### src/rtl/gpc_stim_gen.sv
// gpc_stim_gen: stimulus generator for a (2,1,3) generalized parallel counter.
// Emits column-bit vectors {C2,C1,C0} either as an exhaustive 64-vector sweep
// or as a run of num_vec vectors taken from a 16-bit Fibonacci LFSR, each paired
// with its expected weighted sum. Vectors are handed off over a valid/ready
// interface, and every output is registered.
module gpc_stim_gen #(
  parameter int NUM_VEC_W = 16
) (
  input  logic                 clk,
  input  logic                 rst_n,
  input  logic                 start,
  input  logic                 mode,
  input  logic [NUM_VEC_W-1:0] num_vec,
  input  logic [15:0]          seed,
  input  logic                 out_ready,
  output logic                 out_valid,
  output logic [1:0]           C0,
  output logic                 C1,
  output logic [2:0]           C2,
  output logic [4:0]           golden,
  output logic [NUM_VEC_W-1:0] vec_idx,
  output logic                 busy,
  output logic                 done
);

  typedef enum logic [1:0] {
    IDLE = 2'd0,
    RUN  = 2'd1,
    FIN  = 2'd2
  } state_t;

  localparam logic [15:0] LFSR_DEFAULT = 16'hACE1;

  state_t               state_r;
  logic [15:0]          lfsr_r;
  logic                 mode_r;
  logic [NUM_VEC_W-1:0] last_idx_r;

  logic [15:0]          seed_load_s;
  logic [15:0]          lfsr_adv_s;
  logic [NUM_VEC_W-1:0] next_idx_s;
  logic [5:0]           first_vec_s;
  logic [5:0]           next_vec_s;

  // Weighted sum of a vector {C2,C1,C0}: popcount(C0) + 2*C1 + 4*popcount(C2).
  function automatic logic [4:0] golden_of(input logic [5:0] v);
    logic [1:0] pc0;
    logic [1:0] pc2;
    pc0 = {1'b0, v[0]} + {1'b0, v[1]};
    pc2 = {1'b0, v[3]} + {1'b0, v[4]} + {1'b0, v[5]};
    golden_of = {3'd0, pc0} + {3'd0, v[2], 1'b0} + {1'b0, pc2, 2'b00};
  endfunction

  // One step of the Fibonacci LFSR, taps 15,13,12,10.
  function automatic logic [15:0] lfsr_next(input logic [15:0] l);
    lfsr_next = {l[14:0], l[15] ^ l[13] ^ l[12] ^ l[10]};
  endfunction

  // Next-vector candidates for the start cycle and for each transfer.
  always_comb begin
    seed_load_s = (seed == 16'd0) ? LFSR_DEFAULT : seed;
    lfsr_adv_s  = lfsr_next(lfsr_r);
    next_idx_s  = vec_idx + {{(NUM_VEC_W-1){1'b0}}, 1'b1};
    if (mode) begin
      first_vec_s = seed_load_s[5:0];
    end else begin
      first_vec_s = 6'd0;
    end
    if (mode_r) begin
      next_vec_s = lfsr_adv_s[5:0];
    end else begin
      next_vec_s = next_idx_s[5:0];
    end
  end

  // Run-control FSM with all outputs registered alongside the state.
  always_ff @(posedge clk or negedge rst_n) begin
    if (!rst_n) begin
      state_r    <= IDLE;
      lfsr_r     <= LFSR_DEFAULT;
      mode_r     <= 1'b0;
      last_idx_r <= '0;
      out_valid  <= 1'b0;
      C0         <= 2'd0;
      C1         <= 1'b0;
      C2         <= 3'd0;
      golden     <= 5'd0;
      vec_idx    <= '0;
      busy       <= 1'b0;
      done       <= 1'b0;
    end else begin
      case (state_r)
        IDLE: begin
          done <= 1'b0;
          if (start) begin
            state_r <= RUN;
            busy    <= 1'b1;
            mode_r  <= mode;
            lfsr_r  <= seed_load_s;
            vec_idx <= '0;
            if (mode) begin
              last_idx_r <= num_vec - {{(NUM_VEC_W-1){1'b0}}, 1'b1};
            end else begin
              last_idx_r <= NUM_VEC_W'(63);
            end
            // An empty LFSR run spends one cycle in RUN without a vector.
            if (mode && (num_vec == '0)) begin
              out_valid <= 1'b0;
            end else begin
              out_valid <= 1'b1;
            end
            {C2, C1, C0} <= first_vec_s;
            golden       <= golden_of(first_vec_s);
          end else begin
            busy      <= 1'b0;
            out_valid <= 1'b0;
          end
        end
        RUN: begin
          if (!out_valid) begin
            state_r <= FIN;
            done    <= 1'b1;
          end else if (out_ready) begin
            lfsr_r <= lfsr_adv_s;
            if (vec_idx == last_idx_r) begin
              state_r   <= FIN;
              out_valid <= 1'b0;
              done      <= 1'b1;
            end else begin
              vec_idx      <= next_idx_s;
              {C2, C1, C0} <= next_vec_s;
              golden       <= golden_of(next_vec_s);
            end
          end else begin
            // Stalled: payload holds until the downstream accepts it.
            done <= 1'b0;
          end
        end
        FIN: begin
          state_r <= IDLE;
          done    <= 1'b0;
          busy    <= 1'b0;
        end
        default: begin
          state_r   <= IDLE;
          out_valid <= 1'b0;
          done      <= 1'b0;
          busy      <= 1'b0;
        end
      endcase
    end
  end

endmodule
### config.mk
export PLATFORM = sky130hd
export DESIGN_NAME = gpc_stim_gen
export DESIGN_NICKNAME = d
export VERILOG_FILES = /design/src/rtl/gpc_stim_gen.sv
export SDC_FILE = /design/constraint.sdc
export NUM_CORES = 1
export LEC_CHECK = 0
export CORE_UTILIZATION = 54
export DETAILED_ROUTE_END_ITERATION = 12
export PLACE_DENSITY_LB_ADDON = 0.08
export SYNTH_ARGS = -nofsm -noshare
export SYNTH_HDL_FRONTEND = slang
export SYNTH_SLANG_ARGS = --single-unit
### constraint.sdc
create_clock -name clk -period 3.1 [get_ports clk]
set_input_delay 0.465 -clock clk [delete_from_list [all_inputs] [get_ports clk]]
set_output_delay 0.465 -clock clk [all_outputs]
set_load 0.01 [all_outputs]
==> summary.txt <==
Outcome
  – Status: complete, no violations

Power
  – Sw Ratio: 39.62%
  – Clock power frac: 16.6%
  – Sequential Power Share: 36.5%
  – Internal power: 2.521 mW
  – Power per cell area: 844.8 mW/mm^2
  – Peak VDD IR: 0.3225 mV
  – Leak pwr: 2.032 nW
  – Logic pwr share: 46.9%
  – Sw Pwr: 1.654 mW

Routing
  – 1st-iter DRT viols: 262
  – Top sig layer: met4
  – Metal3 WL: 386 microns
  – Wire per inst: 15.75 microns
  – Avg Vias per Cell: 5.627
  – DRC Markers: 0
  – Routed WL: 9515 microns
  – M1 WL: 4270 microns
  – Post-route antenna net violation count: 0
  – First drt pass iteration count: 4
  – DR WL met2: 4622 microns
  – Via count: 3399

Critical path
  – Worst Path Arrival: 3.05 ns
  – Worst reg2reg path startpoint: vec_idx[0]$_DFFE_PN0P_
  – Critical Path Source Type: register
  – Worst setup EP type: register
  – Reg2reg path depth: 9
  – Worst path required time: 3.33 ns
  – CP startpoint: vec_idx[0]$_DFFE_PN0P_
  – Peak fanout along the critical path: 8
  – Crit path kind: reg -> reg
  – Critical Path End: golden[3]$_DFFE_PN0P_
  – R2R Path End: golden[3]$_DFFE_PN0P_
  – Reg2Reg Setup Slack: 0.28 ns

Floorplan
  – Rows: 30
  – Ports: 67
  – Die Span Y: 87.24 microns
  – Die W: 87.24 microns
  – Initial Util: 56.81%
  – Die Area: 0.007611 sq mm
  – Core Box Area: 0.006907 sq mm

Synth
  – Post-synth EDFFs: 0
  – Top post-synthesis cells by area: dfrtp_1 36%, xnor2_1 6.7%, nand2_1 6.1%
  – Top FF cell, synth: dfrtp_1
  – Post-synth top area cell: dfrtp_1
  – Post-synth top cells: 64 x nand2_1, 57 x dfrtp_1, 33 x nor2_1, 30 x xnor2_1
  – Netlist Area Pre-Place: 0.003924 sq mm
  – Async set or reset register ratio after synthesis: 100.0%
  – Cells after synthesis: 433
  – Yosys cell types: 57
  – Synthesis-stage register bit count: 65
  – Syn_nets: 478
  – Syn avg cell area: 9.062 sq um
  – Synth top area share: 36.35%
  – Post-synthesis sequential area ratio: 41.71%
  – Count leader, synth: nand2_1
  – Synth warn: 0

Global routing
  – Largest net degree at the start of global routing: 34
  – Total gr overflow: 0
  – Initial antenna violation count: 0
  – Total GRT Usage: 27.42%
  – Vias in the first global route: 3355
  – First-pass GRT wire length: 15850 microns

STA
  – Maximum clock rate: 354.9 MHz
  – Max Slew Vio Count: 0
  – Total Neg Setup Slack: 0 ns
  – Least-Margin Pin Slew: 0.7025 ns
  – Hold Violations, Final: 0
  – Clock skew: 0.008436 ns
  – RSZ-0062 raised after global routing: false
  – Final setup fails: 0
  – Final period util: 90.88%
  – Final worst slack: 0.2826 ns
  – Hold_ws: 0.1647 ns
  – Post-route minimum period: 2.817 ns
  – Max_slew headroom: 53.17%

Clocking
  – Cells resized by post-CTS repair: 0
  – Inserted Clock Buffers: 9
  – Hold buffers post-CTS: 0
  – CTS tree: yes
  – Clk buf depth: 2
  – Reg clk slew, reported paths: 0.07 ns
  – CTS Root Cell: clkbuf_8
  – Clk_lat worst skew: 0.34 ns
  – CTS H-tree lvls: 3
  – Post-CTS Setup Inserts: 0
  – Clk sinks: 65

Layout
  – Fin nets: 548
  – Post-synthesis to final-layout area growth: 25.96%
  – Fraction of layout cells with a size suffix above 1: 12.60%
  – Diode count: 0

Placement
  – PortBufs: 66
  – Place WS: -0.001077 ns
  – Post-DP HPWL: 6966 microns
  – RePlAce Congestion: 0.8379

Hold path
  – Worst min path class: in -> async

Flow run
  – Max cap viols: 0
-- power by group through the flow --
stage                     Clock [mW]  Sequential, mW  Combinational, mW
final                          0.694            1.52               1.96
after global routing           0.734            1.57               2.19
after CTS                      0.702            1.53               1.97
after detailed placement           0            1.54               1.96
after global placement             0            1.53               1.91
after floorplan                    0            1.48               1.33
-- layout by cell type, fill, tap and decap left out, types with 15 or more instances in the layout --
cell type and instances:
a21oi_1 17, buf_4 21, clkdlybuf4s50_1 65, nor2_1 33, nand2b_1 15, xnor2_1 30, nand2_1 64, inv_1 15
mux2i_1 19, dfrtp_1 57
-- metal layers --
layer  vias up  global-route usage [%]
met5         -                       0
met4         0                   12.97
met3        21                   3.697
met2        95                   45.53
met1      1627                   35.50
li1       1656                       -
-- worst min path at each step --
stage               cells after the start                  start                     end
floorplan                               0                  rst_n       C0[0]$_DFFE_PN0P_
global placement                        2  lfsr_r[0]$_DFFE_PN1P_   lfsr_r[0]$_DFFE_PN1P_
detailed placement                      2  lfsr_r[0]$_DFFE_PN1P_   lfsr_r[0]$_DFFE_PN1P_
CTS                                     1                  rst_n  lfsr_r[14]$_DFFE_PN0P_
global route                            1                  rst_n  lfsr_r[14]$_DFFE_PN0P_
finish                                  1                  rst_n  lfsr_r[14]$_DFFE_PN0P_
-- cell families after synthesis --
group	share of synthesized area [%]
XOR/XNOR	8.259
flip-flops	41.71
adder cells (fa/ha/maj)	2.934
buffers and inverters	4.496
AO/OA/AOI/OAI	13.20
AND/OR/NAND/NOR	22.26
multiplexers	7.143
-- area by class of cell --
type	count	area, sq um
inverter	15	56.30
multi-input combinational	325	2123
tap	96	120.1
fill	570	1964
clock buffer	14	182.7
sequential	65	1637
clock inverter	2	10.01
timing repair buffer	87	813.3
-- critical path: stages, from the launching register on --
cell and delay (ns):
dfrtp_1 0.53, nand3_1 0.21, o21ai_0 0.27, nor3b_1 0.37
a21oi_1 0.10, fa_1 0.56, o2111ai_1 0.14, xor2_1 0.15
o21ai_0 0.09, mux2_2 0.28
-- state kept, by name, summed over array words and instances, names as in the netlist --
name	count
C0	2
C1	1
C2	3
busy	1
done	1
golden	5
last_idx_r	16
lfsr_r	16
mode_r	1
out_valid	1
state_r	2
vec_idx	16
-- metrics by stage --
step / utilization (%) / power, mW / std cells / instance area, sq um
final: 71.56 / 4.175 / 604 / 4942
after global placement: 68.77 / 3.441 / 588 / 4750
after floorplan: - / 2.817 / 433 / 3924
after CTS: 71.56 / 4.199 / 604 / 4942
after global routing: 71.56 / 4.500 / 604 / 4942
after detailed placement: 68.77 / 3.498 / 588 / 4750
Note: power is estimated with default switching activity, not from simulation.
